<file path="src/rtl/xs3_conv_sched.sv">
// Two-requester BCD-to-excess-3 converter: round-robin grant, then one digit
// per cycle (LSB first) through a shift register, result strobed in DONE.
module xs3_conv_sched #(
  parameter int NDIG = 4
) (
  input  logic              clk,
  input  logic              rst_n,
  input  logic              req0,
  input  logic [4*NDIG-1:0] din0,
  input  logic              req1,
  input  logic [4*NDIG-1:0] din1,
  output logic              gnt0,
  output logic              gnt1,
  output logic              busy,
  output logic [4*NDIG-1:0] dout,
  output logic              dout_valid,
  output logic              dout_owner,
  output logic              err
);

  localparam int W = 4 * NDIG;

  localparam logic [1:0] ST_IDLE = 2'd0;
  localparam logic [1:0] ST_CONV = 2'd1;
  localparam logic [1:0] ST_DONE = 2'd2;

  function automatic logic [3:0] f_xs3(input logic [3:0] dig);
    return dig + 4'd3;
  endfunction

  function automatic logic f_bcd_bad(input logic [3:0] dig);
    return (dig > 4'd9);
  endfunction

  logic [1:0]   r_state;
  logic [1:0]   w_state_nxt;
  logic [W-1:0] r_src;
  logic [W-1:0] r_res;
  logic [W-1:0] w_res_nxt;
  logic [3:0]   r_cnt;
  logic         r_err_acc;
  logic         r_owner;
  logic         r_last;
  logic [W-1:0] r_dout;
  logic         r_dout_valid;
  logic         r_dout_owner;
  logic         r_err;

  logic         w_pick1;
  logic         w_grant;
  logic [3:0]   w_dig;
  logic [3:0]   w_nib;
  logic         w_bad;
  logic         w_last;

  // Round-robin pick: with both requesting, serve the one not served last.
  always_comb begin
    w_pick1 = 1'b0;
    if (req0 && req1) begin
      w_pick1 = ~r_last;
    end else begin
      w_pick1 = req1;
    end
  end

  // rst_n gates the grant so nothing is granted while reset is held.
  assign w_grant = (r_state == ST_IDLE) && (req0 || req1) && rst_n;
  assign gnt0    = w_grant && !w_pick1;
  assign gnt1    = w_grant && w_pick1;

  assign w_dig  = r_src[3:0];
  assign w_nib  = f_xs3(w_dig);
  assign w_bad  = f_bcd_bad(w_dig);
  assign w_last = (r_cnt == 4'(NDIG - 1));

  // Place the converted nibble at the position of the digit being processed.
  always_comb begin
    w_res_nxt = r_res;
    w_res_nxt[{r_cnt, 2'b00} +: 4] = w_nib;
  end

  // Next-state decode.
  always_comb begin
    w_state_nxt = r_state;
    case (r_state)
      ST_IDLE: begin
        if (w_grant) begin
          w_state_nxt = ST_CONV;
        end else begin
          w_state_nxt = ST_IDLE;
        end
      end
      ST_CONV: begin
        if (w_last) begin
          w_state_nxt = ST_DONE;
        end else begin
          w_state_nxt = ST_CONV;
        end
      end
      ST_DONE: w_state_nxt = ST_IDLE;
      default: w_state_nxt = ST_IDLE;
    endcase
  end

  // State register.
  always_ff @(posedge clk or negedge rst_n) begin
    if (!rst_n) begin
      r_state <= ST_IDLE;
    end else begin
      r_state <= w_state_nxt;
    end
  end

  // Conversion datapath: latch on grant, one digit per CONV cycle.
  always_ff @(posedge clk or negedge rst_n) begin
    if (!rst_n) begin
      r_src     <= {W{1'b0}};
      r_res     <= {W{1'b0}};
      r_cnt     <= 4'd0;
      r_err_acc <= 1'b0;
      r_owner   <= 1'b0;
      r_last    <= 1'b1;
    end else begin
      case (r_state)
        ST_IDLE: begin
          if (w_grant) begin
            r_src     <= w_pick1 ? din1 : din0;
            r_res     <= {W{1'b0}};
            r_cnt     <= 4'd0;
            r_err_acc <= 1'b0;
            r_owner   <= w_pick1;
            r_last    <= w_pick1;
          end
        end
        ST_CONV: begin
          r_src     <= r_src >> 3'd4;
          r_res     <= w_res_nxt;
          r_cnt     <= r_cnt + 4'd1;
          r_err_acc <= r_err_acc | w_bad;
        end
        default: begin
          r_cnt <= r_cnt;
        end
      endcase
    end
  end

  // Result registers: loaded on the last digit so they are valid in DONE and hold after.
  always_ff @(posedge clk or negedge rst_n) begin
    if (!rst_n) begin
      r_dout       <= {W{1'b0}};
      r_dout_valid <= 1'b0;
      r_dout_owner <= 1'b0;
      r_err        <= 1'b0;
    end else begin
      if ((r_state == ST_CONV) && w_last) begin
        r_dout       <= w_res_nxt;
        r_dout_valid <= 1'b1;
        r_dout_owner <= r_owner;
        r_err        <= r_err_acc | w_bad;
      end else begin
        r_dout_valid <= 1'b0;
      end
    end
  end

  assign busy       = (r_state != ST_IDLE);
  assign dout       = r_dout;
  assign dout_valid = r_dout_valid;
  assign dout_owner = r_dout_owner;
  assign err        = r_err;

endmodule

</file>
<file path="config.mk">
export PLATFORM = sky130hd
export DESIGN_NAME = xs3_conv_sched
export DESIGN_NICKNAME = d
export VERILOG_FILES = /design/src/rtl/xs3_conv_sched.sv
export SDC_FILE = /design/constraint.sdc
export NUM_CORES = 1
export LEC_CHECK = 0
export ABC_AREA = 1
export BUFFER_PORTS_ARGS = -buffer_cell sky130_fd_sc_hd__buf_2
export CAP_MARGIN = 20
export CELL_PAD_IN_SITES_DETAIL_PLACEMENT = 0
export CELL_PAD_IN_SITES_GLOBAL_PLACEMENT = 1
export CORE_AREA = 2 2 112 114
export CTS_CLUSTER_SIZE = 28
export DETAILED_ROUTE_END_ITERATION = 8
export DIE_AREA = 0 0 114 116
export PLACE_DENSITY = 0.59
export SETUP_SLACK_MARGIN = 0.1
export SLEW_MARGIN = 30
export SYNTH_ARGS = -nofsm -noshare
export SYNTH_HDL_FRONTEND = slang
export SYNTH_SLANG_ARGS = --single-unit
</file>
<file path="constraint.sdc">
create_clock -name clk -period 1.8 [get_ports clk]
set_input_delay 0.54 -clock clk [delete_from_list [all_inputs] [get_ports clk]]
set_output_delay 0.54 -clock clk [all_outputs]
set_load 0.02 [all_outputs]
</file>
Word level (Yosys, flattened, before mapping)
Index checks and enable logic that the tools add are counted.
- add/subtract/negate cells: 3
- multiply operators: 0
- div/mod/pow operators: 0
- order comparisons: 1
- eq/ne operators: 3
- shift-type cells: 2
- multiplexer cells: 15
- bitwise logic cells: 2
- reductions and logical operators: 13
- operators by type and width (operator ; number):
    $pmux 16 s2 ; 2
    $mux 16 ; 3
    $bwmux 16 ; 1
    $shift 4x8->16 const A ; 1
    $shiftx 4x8->16 ; 1
    $neg 6->8 ; 1
    $pmux 4 s2 ; 1
    $logic_and 1x1->1 ; 6
    $add 4x1->4 const B ; 1
    $add 4x2->4 const B ; 1
    $eq 4x2->1 const B ; 1
    $gt 4x4->1 const B ; 1
    $mux 1 ; 4
    $mux 4 ; 1
    $pmux 2 s2 ; 1
    $reduce_and 2->1 ; 2
    $reduce_bool 2->1 ; 2
    $eq 2x1->1 const B ; 1
    $logic_not 2->1 ; 1
    $mux 2 ; 1
    $ne 2x2->1 const B ; 1
    $pmux 1 s2 ; 1
    $logic_not 1->1 ; 1
    $logic_or 1x1->1 ; 1
    other kinds (2) ; 2
- bits in registers: 60
- latch bits: 0
- bits in writable memories: 0
- memory bits (read-only): 0
- output and inout bits: 22
- logic and storage cells: 50
- memories kept: 0

Longest topological paths before layout
- word-level depth: 5
- mapped depth: 11
- depth with buffers taken out: 11

Worst setup path before layout
OpenSTA, ideal clock, no wires.
- path type: input-to-output
- start: in req1
- end: out gnt1
- arrival: 1.281 ns
- required time: 1.260 ns
- setup slack: -0.021 ns
- stages on the path: 5
- path buffers: 1
- cells stage by stage: inv_1 > a21oi_1 > inv_1 > nor2_4 > buf_6
- longest elaborated chain between the ends: 4
- RTL lines (element ; line ; text):
    start: declaration ; 10 ; input logic req1,
    $logic_or 1x1->1 ; 67 ; assign w_grant = (r_state == ST_IDLE) && (req0 || req1) && rst_n;
    $logic_and 1x1->1 (2 in series) ; 67 ;
    $logic_and 1x1->1 (*) ; 69 ; assign gnt1 = w_grant && w_pick1;
    end: declaration ; 13 ; output logic gnt1,
Every way passes the cells marked *; elsewhere a longest branch is shown, timed or not.

Worst setup path after layout
- start: reg r_last
- end: out gnt0
- longest elaborated chain between the ends: 4
- RTL lines (element ; line ; text):
    start: declaration ; 43 ; logic r_last;
    start signal: assignment ; 132 ; r_last <= w_pick1;
    $not 1->1 ; 60 ; w_pick1 = ~r_last;
    $mux 1 ; 59 ; if (req0 && req1) begin
    $logic_not 1->1 ; 68 ; assign gnt0 = w_grant && !w_pick1;
    $logic_and 1x1->1 ; 68 ;
    end: declaration ; 12 ; output logic gnt0,
No other way between the ends.

==> impl_metrics.py <==
metrics = {
    "run_status": {
        "outcome": "complete, but fails checks",
        "violations": "negative setup slack",
    },
    "global_routing": {
        "grt_antenna_before_repair": 0,
        "track_usage_pct": 12.65,
        "grt-ovfl-total": 0,
        "grt_pass1_wl_mm": 12.99,
        "grt_pass1_vias": 2596,
        "grt_max_degree": 60,
    },
    "synth": {
        "synth-seq-area-share_pct": 50.02,
        "synth-edff-count": 0,
        "ys_types": 27,
        "ys_seq_elements": 59,
        "yosysTopAreaCellShare_pct": 49.13,
        "syn_avg_cell_area_sq_um": 8.160,
        "synthTopCellsByArea": "dfrtp_1 (49%), nand2_1 (20%), nand3_1 (7.1%)",
        "post-synth-top-count-cell": "nand2_1",
        "netlist_area_sq_um": 2954,
        "yosysWarnings": 0,
        "synthesis.nets": 402,
        "synth-main-ff-cell": "dfrtp_1",
        "netlist_instances": 362,
        "synth_top_cell_by_area": "dfrtp_1",
        "synth_commonest_cells": "nand2_1 (160), dfrtp_1 (58), nand3_1 (42)",
        "synthArstFlopShare_pct": 100.0,
    },
    "placement": {
        "port_buffers": 57,
        "gp_congestion": 0.7793,
        "hpwlAfterDp_mm": 5.403,
        "dp_cells": 572,
        "post-place-ws_ns": 0.04204,
        "dpl_cell_area_sq_um": 3476,
    },
    "floorplan": {
        "die_x_microns": 114,
        "core_area_sq_um": 11910,
        "die_y_microns": 116,
        "die_area_sq_um": 13220,
        "rows": 40,
        "initial_core_util_pct": 24.80,
        "io_pins": 58,
    },
    "finish": {
        "drive_gt1_share_pct": 27.64,
        "final_core_util_pct": 32.46,
        "nets": 480,
        "instances_no_fill": 592,
        "diodes": 0,
        "final_area_sq_um": 3866,
        "area_delta_synth_final_pct": 30.88,
    },
    "setup_path": {
        "start_kind": "flip-flop",
        "cp.arrival_ns": 1.31,
        "worstReg2RegEnd": "dout[12]$_DFFE_PN0P_",
        "critPathMaxStageDelay_ns": 0.53,
        "crit_buf_inv": 2,
        "cp-end-kind": "primary output",
        "critPathKind": "reg2out",
        "cp_slowest_cell": "dfstp_2",
        "rr_startpoint": "r_cnt[1]$_DFFE_PN0P_",
        "ff2ff_setup_slack_ns": 0.23,
        "crit_family": "flip-flops",
        "cp_cell_sequence": "a21oi_2 -> buf_4 -> nor2_4 -> buf_6",
        "cp.required_ns": 1.26,
        "reg2reg_depth": 8,
        "path_max_fanout": 2,
    },
    "power_and_ir_drop": {
        "power_mw": 7.405,
        "vdd_ir_drop_max_mv": 0.4950,
        "powerDensity_nw_per_um2": 1915,
        "p_leak_nw": 2.004,
    },
    "hold_path": {
        "hold_end": "r_src[13]$_DFFE_PN0P_",
        "hold_path_depth": 3,
        "hold_class": "in2reg",
        "min_from": "din0[13]",
    },
    "flow_run": {
        "cap_violations": 0,
    },
    "sta": {
        "rsz0062_at_grt": "yes",
        "hold_ws_ns": 0.4292,
        "finalCritPeriodShare_pct": 102.9,
        "fmax_mhz": 539.7,
        "min_period_ns": 1.853,
        "setup_viol": 1,
        "skew_ns": 0.007392,
        "fin_ws_ns": -0.05279,
        "worstMarginPinSlew_ns": 0.7662,
        "fin_tns_setup_ns": -0.05279,
        "slew_viol_final": 0,
        "finalHoldViolCount": 0,
        "slew_headroom_pct": 48.92,
    },
    "route": {
        "wl_per_cell_microns": 12.83,
        "first_pass_iters": 4,
        "antenna_left": 0,
        "via_count": 2561,
        "via_per_inst": 4.326,
        "drc_errors": 0,
        "drt-total-wl_mm": 7.596,
        "first_iter_violations": 165,
    },
    "cts": {
        "cts_buffers": 9,
        "clock_latency_ns": 0.33,
        "htreeDepth": 3,
        "clk_pin_slew_ns": 0.05,
        "hold_buffers": 0,
        "root_buffer": "clkbuf_16",
        "clockBufferDepth": 2,
        "cts_tree": "done",
        "clkSinkCount": 59,
    },
}
## worst max-delay path by stage
stage,slack [ns],start,to,cells past startpoint
floorplan,0.11,req1,gnt0,5
global placement,0.04,req0,gnt0,6
detailed placement,0.04,req0,gnt0,6
CTS,-0.09,r_last$_DFFE_PN1P_,gnt0,4
global route,-0.11,r_last$_DFFE_PN1P_,gnt0,4
finish,-0.05,r_last$_DFFE_PN1P_,gnt0,4
## kinds of logic after synthesis
kind of cell / synth area share (%)
and+or+nand+nor: 31.85
buffers and inverters: 7.751
DFF: 50.02
xor gates and xnor gates: 0.2965
adders and majority gates: 1.694
AOI/OAI and AO/OA: 8.386
## final cells by class
cell class                 instances  area (sq um)
clock buffer                      11         242.7
clock inverter                     5         52.55
fill                            1285          8045
inverter                          32         120.1
multi-input combinational        259          1311
sequential                        59          1478
tap                              147         183.9
timing repair buffer              79         478.0
## registers in the layout, summed over array words and instances, names as in the netlist
| signal | cells |
|---|---|
| r_state | 1 |
| dout_owner | 1 |
| err | 1 |
| r_last | 1 |
| dout_valid | 1 |
| r_res | 16 |
| dout | 16 |
| r_src | 16 |
| r_cnt | 4 |
| r_err_acc | 1 |
| r_owner | 1 |
## routing by layer
| layer | track usage [%] | part of all wire [%] | up-vias |
|---|---|---|---|
| li1 | - | - | 1316 |
| met3 | 3.400 | 3.9 | 9 |
| met2 | 19.88 | 47 | 51 |
| met4 | 4.390 | 1.4 | 0 |
| met1 | 16.91 | 47 | 1185 |
| met5 | 0 | 0 | - |
## placed cells by master (no fill, tap or decap), types with 2 or more instances in the layout
cell and instances:
o22ai_1 2, nand3_2 2, clkinv_2 3, nand2_1 157
inv_1 27, nand3_4 2, nor2_4 8, o21ai_0 6
o21ai_2 2, nand3_1 40, a21oi_1 3, a22oi_1 8
clkbuf_16 9, buf_2 54, ha_1 3, inv_2 5
buf_4 22, nor2_1 2, buf_6 2, o2111ai_1 4
nand2_2 5, o21bai_1 8, dfrtp_1 58
## worst reg2reg max path: cells and delay by family, from the launching register on
family	cells	cell delay [ns]
adder cells (fa/ha/maj)	1	0.32
flip-flops	1	0.41
AND/OR/NAND/NOR	5	0.52
buffers and inverters	2	0.20
## power by group
part	switching [mW]	internal [mW]	total [mW]
sequential	0.306	1.87	2.18
combinational	2.25	1.28	3.53
clock	0.598	1.10	1.70
total	3.15	4.25	7.41
## what timing repair did
item | 4_1_cts | 5_1_grt
endpoints found under the setup margin | 6 | 33
hold endpoints to repair | 0 | 0
setup buffers | 2 | 2
pin swaps | 6 | 3
gates resized for setup | 6 | 13
cloned | 0 | 0
No activity file was read; power rests on OpenSTA's default activity.
